[config.mk]
export PLATFORM = sky130hd
export DESIGN_NAME = rev_counter_nb
export DESIGN_NICKNAME = d
export VERILOG_FILES = /design/src/rtl/rev_counter_pkg.sv /design/src/rtl/rev_counter_nb.sv
export SDC_FILE = /design/constraint.sdc
export NUM_CORES = 1
export LEC_CHECK = 0
export CAP_MARGIN = 0
export CELL_PAD_IN_SITES_DETAIL_PLACEMENT = 0
export CELL_PAD_IN_SITES_GLOBAL_PLACEMENT = 1
export CORE_UTILIZATION = 38
export CTS_CLUSTER_SIZE = 8
export DETAILED_ROUTE_END_ITERATION = 16
export PLACE_DENSITY_LB_ADDON = 0.1
export REMOVE_ABC_BUFFERS = 1
export SYNTH_ARGS = -nofsm -noshare
export SYNTH_HDL_FRONTEND = slang
export SYNTH_SLANG_ARGS = --single-unit
export TNS_END_PERCENT = 5
[constraint.sdc]
create_clock -name clk -period 5.8 [get_ports clk]
set_input_delay 1.16 -clock clk [delete_from_list [all_inputs] [get_ports clk]]
set_output_delay 1.16 -clock clk [all_outputs]
set_load 0.03 [all_outputs]
[src/rtl/rev_counter_pkg.sv]
// Shared constants for the reversible counter: count direction and limit behaviour.
package rev_counter_pkg;

    localparam logic DIR_UP = 1'b1;
    localparam logic DIR_DN = 1'b0;

    localparam bit MODE_WRAP = 1'b0;
    localparam bit MODE_SAT  = 1'b1;

endpackage : rev_counter_pkg

[src/rtl/rev_counter_nb.sv]
// Reversible modulo-(MAX+1) counter with parallel load, wrap/saturate limit handling,
// carry-chain cascading and a sticky limit-event flag.
module rev_counter_nb
    import rev_counter_pkg::*;
#(
    parameter int unsigned     WIDTH = 16,
    parameter longint unsigned MAX   = (64'd1 << WIDTH) - 64'd1,
    parameter bit              SAT   = MODE_WRAP
) (
    input  logic             clk,
    input  logic             rst,
    input  logic             en,
    input  logic             CI,
    input  logic             S,
    input  logic             load,
    input  logic [WIDTH-1:0] d,
    output logic [WIDTH-1:0] cnt,
    output logic             Rc,
    output logic             Co,
    output logic             ovf
);

    generate
        if (WIDTH < 2 || WIDTH > 32) begin : g_bad_width
            $error("rev_counter_nb: WIDTH must be within 2..32");
        end
        if (MAX == 64'd0 || MAX >= (64'd1 << WIDTH)) begin : g_bad_max
            $error("rev_counter_nb: MAX must be within 1..2**WIDTH-1");
        end
    endgenerate

    localparam logic [WIDTH-1:0] MAX_W = MAX[WIDTH-1:0];

    // NOTE: declaration initialisers give the power-up value in simulation; the
    // synchronous reset below remains the functional way to clear state.
    logic [WIDTH-1:0] cnt_q = '0;
    logic             ovf_q = 1'b0;
    logic [WIDTH-1:0] cnt_d;
    logic             ovf_d;

    logic at_max;
    logic at_zero;
    logic step;

    assign at_max  = (cnt_q == MAX_W);
    assign at_zero = (cnt_q == '0);
    assign Rc      = (S == DIR_UP) ? at_max : at_zero;
    assign Co      = Rc & en & CI;
    assign step    = en & CI & ~load;

    // NOTE: every output of this block gets a default first so no path infers a latch.
    always_comb begin
        cnt_d = cnt_q;
        ovf_d = ovf_q;
        if (load) begin
            cnt_d = (d > MAX_W) ? MAX_W : d;
            ovf_d = 1'b0;
        end else if (step) begin
            if (Rc) begin
                ovf_d = 1'b1;
                if (SAT == MODE_WRAP) begin
                    cnt_d = (S == DIR_DN) ? MAX_W : '0;
                end
            end else if (S == DIR_UP) begin
                cnt_d = cnt_q + 1'b1;
            end else begin
                cnt_d = cnt_q - 1'b1;
            end
        end
    end

    // NOTE: state registers use non-blocking assignments so all flops update together.
    always_ff @(posedge clk) begin
        if (rst) begin
            cnt_q <= '0;
            ovf_q <= 1'b0;
        end else begin
            cnt_q <= cnt_d;
            ovf_q <= ovf_d;
        end
    end

    assign cnt = cnt_q;
    assign ovf = ovf_q;

endmodule : rev_counter_nb

# ---- Word level (Yosys, flattened, before mapping)
# Index checks and enable logic that the tools add are counted.
dict set report classes {
  reduce_logical 4
  muxes 7
  bitwise 5
  mul 0
  magnitude_cmp 1
  div_mod_pow 0
  n_shift 0
  eq_ne 1
  addsub 2
}
# op n
set op_table {}
lappend op_table {{$mux 16} 6}
lappend op_table {{$add 16x1->16 const B} 1}
lappend op_table {{$eq 16x16->1 const B} 1}
lappend op_table {{$gt 16x16->1 const B} 1}
lappend op_table {{$logic_not 16->1} 1}
lappend op_table {{$sub 16x1->16 const B} 1}
lappend op_table {{$and 1x1->1} 4}
lappend op_table {{$reduce_and 2->1} 1}
lappend op_table {{$reduce_bool 2->1} 1}
lappend op_table {{$reduce_or 2->1} 1}
lappend op_table {{$mux 1} 1}
lappend op_table {{$not 1->1} 1}
dict set report word_totals {
  memories 0
  register_bits 17
  inputBits 22
  wordCells 22
  ram_bits 0
  output_inout_bits 19
  latchBits 0
  mem_bits_ro 0
}

# ---- Longest topological paths before layout
# Gate-level depths: netlist of the first run.
dict set report logic_depth {
  ltp_word 5
  ltp_mapped 9
  ltp_nobuf 9
}

# ---- Least setup slack after synthesis of the first run
# No wires, ideal clock.
dict set report synth_path {
  kind {input port to output port}
  start {in S}
  end {out Co}
  cell_stages 6
  arrival_ns 2.380
  required_time_ns 4.640
  path_slack_ns 2.260
  n_path_buf 1
  path_cell_list {nand4_1 -> nor4_1 -> nand4_1 -> nor2b_1 -> buf_6 -> nor2_1}
}
dict set report synth_between {
  elab_chain_cells 3
}
# item line
set synth_lines {}
lappend synth_lines {{start, declared} rev_counter_nb.sv:14} ;# input logic S,
lappend synth_lines {{$mux 1} rev_counter_nb.sv:47} ;# assign Rc = (S == DIR_UP) ? at_max : at_zero;
lappend synth_lines {{$and 1x1->1 (2 in series)} rev_counter_nb.sv:48} ;# assign Co = Rc & en & CI;
lappend synth_lines {{end, declared} rev_counter_nb.sv:19} ;# output logic Co,
# Every way passes these cells.

# ---- Worst setup path after layout of the first run
# Same ends and word-level chain as after synthesis.

==> results.toml, run 1 <==
[placement]
place_inst = 310
routabilityCongestion = 0.840
pre_cts_ws_ps = 1160
io_buffers = 40
dp_hpwl_um = 3360

[power]
internal-power_mw = 0.262
p_sw_share_pct = 38.9
comb_power_share_pct = 43.8
pwr-share-seq_pct = 34.0
finalPower_mw = 0.428
leakagePower_nw = 0.887
powerDensity_nw_per_um2 = 203
p_clk_share_pct = 22.2
vdd_drop_max_mv = 0.0877
netSwitchingPower_mw = 0.167

[timing]
worst_pin_slew_ps = 850
post-route-period-util_pct = 79.8
max_freq_mhz = 216
fin_setup_tns_ps = 0
rsz0062_at_grt = "no"
finalCriticalPeriod_ps = 4630
setup_viol = 0
maxSlewHeadroom_pct = 43.3
setup_ws_ps = 1170
maxSlewViolCount = 0
finClkSkew_ps = 8.52
hold_violations = 0
worst_hold_slack_ps = 474

[yosys]
synth_flop_cell = "dfxtp_1"
yosys.area.top_type_share_pct = 20.7
synth-edff-count = 0
yosys_warnings = 0
synthTopCellsByCount = "a21oi_1 (32), nor2_1 (32), dfxtp_1 (17)"
seq_area_frac_synth_pct = 20.7
async_reset_ff_share_pct = 0
synth_area_leaders = "dfxtp_1 (21%), ha_1 (11%), a21oi_1 (9.8%), nor2_1 (7.3%), nor3_1 (4.0%)"
synth_cell_types = 42
synth_area_leader_cell = "dfxtp_1"
synthesis.area_um2 = 1640
synth-seq-cells = 17
syn_area_per_cell_um2 = 7.19
syn_inst = 228

[detailed_routing]
vias = 1743
drt-total-wl_um = 4620
drt_pass1_iterations = 4
route.detailed.drc = 0
dr.first_iter.drc_count = 74
vias_per_cell = 5.55
avgRoutedWirePerCell_um = 14.7
antenna_left = 0

[worst_hold_path]
whs_path_depth = 1
min_path_type = "register to register"
holdPathEnd = "ovf$_SDFFE_PP0P_"
min_from = "ovf$_SDFFE_PP0P_"

[clock_network]
clk_latency_ps = 260
postCtsSetupBuffers = 0
cts_tree = "yes"
root_buffer = "clkbuf_8"
cts_buffers = 3
h-tree-depth = 1
cts_buffer_depth = 2
clk_pin_slew_ps = 80
cts_resized = 0
hold_buffers = 0
cts.sinks = 17

[layout]
drive_gt1_share_pct = 3.79
fin_nets = 302
syn2layout_area_growth_pct = 28.4
n_antenna_cell = 0
layout.cells.non_filler = 314

[setup_path]
cp_data_required_time_ps = 4640
critical_path_arrival_ps = 3470
crit_type = "input pin to primary output"
r2r_slack_ps = 3400
r2r_cells = 9
end_kind = "primary output"
worstPathMaxFanout = 11
cp-start-kind = "input pin"
r2r_end = "cnt[14]$_SDFFE_PP0P_"
reg2reg_from = "cnt[0]$_SDFFE_PP0P_"

[global_routing]
antenna_found_initial = 0
grt_pass1_vias = 1576
grt_first_pass_wirelength_um = 7630
track_usage_pct = 22.5
grt_max_degree = 34
overflow = 0

[floorplanning]
fp.dieArea_um2 = 4580
num_rows = 23
die_h_um = 67.7
die_w_um = 67.7
initial_core_util_pct = 40.1
io_pins = 41
core_area_um2 = 4090

[status]
status = "finished clean"

[flow_run]
timing.max_cap.violations = 0
-- worst max path at each step --
stage | startpoint | to | slack, ps | depth (start not counted)
after floorplan | S | Co | 2040 | 5
after global placement | S | Co | 1220 | 7
after detailed placement | S | Co | 1160 | 7
after CTS | S | Co | 1160 | 7
after global routing | S | Co | 1020 | 7
final | S | Co | 1170 | 7
-- layer usage --
| layer | up-vias | track usage (%) | part of all wire (%) |
|---|---|---|---|
| met3 | 2 | 2.20 | 3.7 |
| met5 | - | 0 | 0 |
| met1 | 801 | 31.6 | 50 |
| li1 | 904 | - | - |
| met2 | 36 | 35.3 | 46 |
| met4 | 0 | 7.71 | 0.45 |
-- power groups by stage --
stage          sequential [mW]  combinational [mW]  clock [mW]
5_1_grt                  0.148               0.210       0.104
2_1_floorplan            0.164               0.105           0
3_5_place_dp             0.148               0.187           0
4_1_cts                  0.146               0.188      0.0997
6_report                 0.146               0.188      0.0949
3_3_place_gp             0.148               0.188           0
-- per-stage QoR --
stage / util, % / instance area, um^2
after floorplan: - / 1580
after global placement: 50.4 / 2060
after detailed placement: 50.4 / 2060
after CTS: 51.5 / 2110
after global routing: 51.5 / 2110
final: 51.5 / 2110
-- cell type report --
class,instances,area [um^2]
clock buffers,3,41.3
clock inverters,1,5.00
fillers,423,1980
inverters,13,48.8
multi-input cells,188,1190
flip-flops and latches,17,340
well taps,50,62.6
repair buffers,42,415
-- flip-flops by register name, indices dropped and copies added (netlist names) --
name	count
ovf	1
cnt	16
-- layout by cell type, fill, tap and decap left out, drive strengths merged, types with 6 or more instances in the layout --
cell type	count
nor3	13
nand4	7
inv	13
a21oi	32
a21o	7
clkdlybuf4s50	40
dfxtp	17
nor4	6
nand2	12
ha	14
nor2	32
o21ai	12
-- worst max-delay path: stages --
cell and delay (ps):
clkdlybuf4s50_1 520, nor4_1 260, nand4_1 170, nor4_2 230, nor2b_1 260, nor2_1 190
clkdlybuf4s50_1 680
-- cell families after synthesis --
| logic type | after synthesis | synth area share, % |
|---|---|---|
| DFF | 17 | 20.7 |
| adders and majority gates | 15 | 11.9 |
| and+or+nand+nor | 93 | 28.8 |
| muxes | 3 | 1.91 |
| AOI/OAI and AO/OA | 70 | 26.4 |
| xor gates and xnor gates | 7 | 3.74 |
| buffers and inverters | 23 | 6.56 |
Power figures use the tool's default switching activity.
==> run 2: changes to the inputs <==
- CORE_UTILIZATION: 38 -> 32
- clock period: 5.8 -> 4.2 ns (I/O delays scaled with it)
==> results.toml, run 2 (synthesis gave the netlist of run 1 again) <==
[status]
status = "finished clean"

[setup_path]
cp_data_required_time_ps = 3360
crit_path_start = "S"
cpMaxStageDelayCell = "clkdlybuf4s50_1"
crit_end = "Co"
end_kind = "primary output"
critical_path_arrival_ps = 2520
r2r_cells = 9
cp-start-kind = "input pin"
r2r_slack_ps = 1860
reg2reg_from = "cnt[0]$_SDFFE_PP0P_"
worstPathMaxFanout = 5
worstPathCellList = "clkdlybuf4s50_1 -> nand4_1 -> nor4_1 -> nand4_1 -> nor2b_1 -> nor2_1 -> buf_4"
crit_top_cell = "nand4_1"
r2r_end = "cnt[12]$_SDFFE_PP0P_"
critical-path-max-stage-delay_ps = 600
crit_type = "input pin to primary output"

[clock_network]
cts_resized = 0
cts_buffers = 3
h-tree-depth = 1
clk_latency_ps = 260
clk_pin_slew_ps = 80
cts.sinks = 17
hold_buffers = 0
cts_buffer_depth = 2
cts_tree = "yes"
postCtsSetupBuffers = 0
root_buffer = "clkbuf_8"

[floorplanning]
die_w_um = 73.6
num_rows = 25
core_area_um2 = 4820
initial_core_util_pct = 34.1
io_pins = 41
die_h_um = 73.6
fp.dieArea_um2 = 5420

[detailed_routing]
vias = 1761
vias_per_cell = 5.26
antenna_left = 0
avgRoutedWirePerCell_um = 14.6
route.detailed.drc = 0
dr.first_iter.drc_count = 68
drt-total-wl_um = 4900
drt_pass1_iterations = 4

[placement]
dp_hpwl_um = 3710
routabilityCongestion = 0.775
place_inst = 331
io_buffers = 40

[global_routing]
grt_first_pass_wirelength_um = 8020
overflow = 0
grt_max_degree = 18
grt_pass1_vias = 1582
antenna_found_initial = 0
track_usage_pct = 19.6

[layout]
final_cell_mix = "clkdlybuf4s50_1 (38), nor2_1 (32), a21oi_1 (32), dfxtp_1 (17), ha_1 (14)"
utilization_pct = 44.6
largest_reg_flops = 16
syn2layout_area_growth_pct = 31.1
fillCellCount = 518
fin_nets = 306
n_antenna_cell = 0
drive_gt1_share_pct = 5.60
multi_input_area_um2 = 1190
layout_commonest_cell = "clkdlybuf4s50_1"
ff_latch_area_um2 = 340
layout.cells.non_filler = 335

[worst_hold_path]
min_path_type = "register to register"

[timing]
finClkSkew_ps = 3.20
setup_viol = 0
post-route-period-util_pct = 80.1
worst_pin_slew_ps = 593
hold_violations = 0
fin_setup_tns_ps = 0
maxSlewHeadroom_pct = 60.4
rsz0062_at_grt = "no"
finalCriticalPeriod_ps = 3360
max_freq_mhz = 297
worst_hold_slack_ps = 470
maxSlewViolCount = 0

[power]
powerDensity_nw_per_um2 = 278
comb_power_share_pct = 44.0
pwr-share-seq_pct = 33.6
internal-power_mw = 0.365
vdd_drop_max_mv = 0.161
netSwitchingPower_mw = 0.232
leakagePower_nw = 0.907
p_sw_share_pct = 38.9
p_clk_share_pct = 22.3
finalPower_mw = 0.597

[flow_run]
timing.max_cap.violations = 0
run 2: cell count changes in the layout (fill, tap and decap cells not counted), sizes merged:
cell	delta
buf	+6
clkdlybuf4s50	-2
clkbuf	+1
clkinv	-1
run 2: layer usage:
layer / vias to the layer above / share of wire (%) / track usage [%]
met2: 27 / 47 / 32.6
li1: 912 / - / -
met1: 818 / 50 / 27.1
met3: 4 / 2.1 / 2.06
met4: 0 / 0.98 / 4.49
met5: - / 0 / 0
run 2: power groups by stage:
stage          sequential [mW]  combinational (mW)  clock, mW
6_report                 0.201               0.263      0.133
5_1_grt                  0.203               0.295      0.143
4_1_cts                  0.201               0.264      0.138
3_5_place_dp             0.205               0.263          0
3_3_place_gp             0.206               0.264          0
2_1_floorplan            0.226               0.145          0
run 2: critical path: cells and delay by family:
family,cells,cell delay (ps)
and+or+nand+nor,5,900
buffers and inverters,2,780
run 2: layout make-up:
cell class	instances	share of cell area (%)
tap	67	3.90
timing repair buffer	46	20.5
inverter	13	2.27
multi-input combinational	188	55.4
sequential	17	15.8
clock buffer	4	2.09
run 2: worst min-delay path by stage:
stage | from | end | slack (ps) | depth (start not counted)
floorplan | ovf$_SDFFE_PP0P_ | ovf$_SDFFE_PP0P_ | 650 | 1
global placement | ovf$_SDFFE_PP0P_ | ovf$_SDFFE_PP0P_ | 450 | 1
detailed placement | ovf$_SDFFE_PP0P_ | ovf$_SDFFE_PP0P_ | 450 | 1
CTS | ovf$_SDFFE_PP0P_ | ovf$_SDFFE_PP0P_ | 470 | 1
global route | ovf$_SDFFE_PP0P_ | ovf$_SDFFE_PP0P_ | 490 | 1
finish | ovf$_SDFFE_PP0P_ | ovf$_SDFFE_PP0P_ | 470 | 1
run 2: per-stage QoR:
step                      setup slack (ps)  cell area [um^2]
after global placement                 629              2110
final                                  835              2150
after CTS                              830              2150
after detailed placement               556              2110
after global routing                   509              2150
after floorplan                       1080              1580
==> run 3: changes to the inputs <==
- clock period: 4.2 -> 2.9 ns (I/O delays scaled with it)
==> results.toml, run 3 (synthesis gave the netlist of run 1 again) <==
[status]
status = "finished clean"

[clock_network]
hold_buffers = 0
clk_pin_slew_ps = 80
root_buffer = "clkbuf_8"
postCtsSetupBuffers = 0
cts.sinks = 17
clk_latency_ps = 260
cts_tree = "yes"
cts_buffer_depth = 2
cts_buffers = 3
cts_resized = 2
h-tree-depth = 1

[detailed_routing]
drt_pass1_iterations = 4
avgRoutedWirePerCell_um = 14.2
dr.first_iter.drc_count = 65
route.detailed.drc = 0
vias = 1878
antenna_left = 0
vias_per_cell = 5.19
drt-total-wl_um = 5140

[power]
internal-power_mw = 0.558
leakagePower_nw = 1.04
powerDensity_nw_per_um2 = 383
pwr-share-seq_pct = 32.2
netSwitchingPower_mw = 0.345
p_clk_share_pct = 21.0
vdd_drop_max_mv = 0.202
comb_power_share_pct = 46.8
finalPower_mw = 0.903
p_sw_share_pct = 38.2

[layout]
final_cell_mix = "clkdlybuf4s50_1 (37), buf_4 (35), nor2_1 (32), a21oi_1 (32), dfxtp_1 (17)"
syn2layout_area_growth_pct = 43.9
drive_gt1_share_pct = 14.9
layout_commonest_cell = "clkdlybuf4s50_1"
stdcell_area_um2 = 2360
fillCellCount = 518
fin_nets = 333
largest_reg_flops = 16
n_antenna_cell = 0

[setup_path]
worstPathMaxFanout = 4
critical-path-max-stage-delay_ps = 290
cpMaxStageDelayCell = "dlygate4sd2_1"
cp-start-kind = "input pin"
critPathBufInv = 3
worstPathCellList = "dlygate4sd2_1 -> buf_4 -> nor4_1 -> nand4_1 -> nor4_2 -> nor2b_1 -> nor2_1 -> buf_4"
critical_path_arrival_ps = 2060
cpLargestDelayFamily = "simple AND/OR/NAND/NOR gates"
cp_data_required_time_ps = 2320
crit_top_cell = "buf_4"
end_kind = "primary output"
crit_type = "input pin to primary output"

[floorplanning]
fp.dieArea_um2 = 5420
die_h_um = 73.6
initial_core_util_pct = 34.1
core_area_um2 = 4820
io_pins = 41
die_w_um = 73.6
num_rows = 25

[global_routing]
track_usage_pct = 20.7
grt_max_degree = 20
antenna_found_initial = 0
overflow = 0
grt_pass1_vias = 1727
grt_first_pass_wirelength_um = 8410

[timing]
worst_hold_slack_ps = 469
finalCriticalPeriod_ps = 2640
post-route-period-util_pct = 90.9
max_freq_mhz = 379
maxSlewViolCount = 0
hold_violations = 0
setup_ws_ps = 263
rsz0062_at_grt = "no"
setup_viol = 0
maxSlewHeadroom_pct = 73.7
finClkSkew_ps = 3.44
worst_pin_slew_ps = 395

[placement]
dp_hpwl_um = 4010
pre_cts_ws_ps = -241
io_buffers = 40
routabilityCongestion = 0.832
place_area_um2 = 2310

[worst_hold_path]
min_path_type = "register to register"

[flow_run]
timing.max_cap.violations = 0
run 3: changes by cell type in the layout (fill, tap and decap cells not counted):
cell             change
buf_4               +27
clkbuf_1             -1
clkdlybuf4s50_1      -1
clkinv_2             +1
dlygate4sd2_1        +1
nor4_1               -1
nor4_2               +1
run 3: path summary, 6_finish.rpt:
| kind | from | endpoint | slack [ps] | cells after the start |
|---|---|---|---|---|
| max | S | Co | 260 | 8 |
| max reg2reg | cnt[0]$_SDFFE_PP0P_ | cnt[12]$_SDFFE_PP0P_ | 450 | 10 |
| min reg2reg | ovf$_SDFFE_PP0P_ | ovf$_SDFFE_PP0P_ | 470 | 1 |
| min | ovf$_SDFFE_PP0P_ | ovf$_SDFFE_PP0P_ | 470 | 1 |
run 3: per-layer routing:
metal	GRT usage (%)	wire, um	up-vias	part of all wire [%]
met5	0	0	-	0
met4	9.40	136	0	2.6
met3	1.23	120	10	2.3
met2	33.8	2380	30	46
met1	27.8	2510	862	49
li1	-	-	976	-
run 3: power by group through the flow:
stage | Combinational [mW] | Clock (mW) | Sequential [mW]
2_1_floorplan | 0.210 | 0 | 0.328
3_3_place_gp | 0.422 | 0 | 0.297
3_5_place_dp | 0.423 | 0 | 0.296
4_1_cts | 0.425 | 0.193 | 0.291
5_1_grt | 0.470 | 0.206 | 0.295
6_report | 0.422 | 0.189 | 0.291
run 3: area by class of cell:
class                      count  area (um^2)  area share (%)
tap                           67         83.8            3.55
multi-input combinational    188         1200            50.8
sequential                    17          340            14.4
timing repair buffer          73          642            27.2
inverter                      13         48.8            2.07
clock inverter                 1         5.00           0.212
clock buffer                   3         41.3            1.75
run 3: metrics by stage:
step / instances / utilization, % / setup TNS [ps]
final: 362 / 49.0 / 0
after global routing: 362 / 49.0 / 0
after CTS: 362 / 49.0 / 0
after detailed placement: 358 / 47.9 / -1650
after global placement: 358 / 47.9 / -1510
after floorplan: 218 / - / 0
run 3: worst reg2reg max path, stage by stage, from the launching register on:
cell and delay, ps:
dfxtp_1 440, inv_1 90, fa_1 440, nand2b_1 190, a21oi_1 180, o21ai_0 170
a21oi_1 290, o21ai_0 150, buf_4 150, mux2i_1 110, a21o_1 150
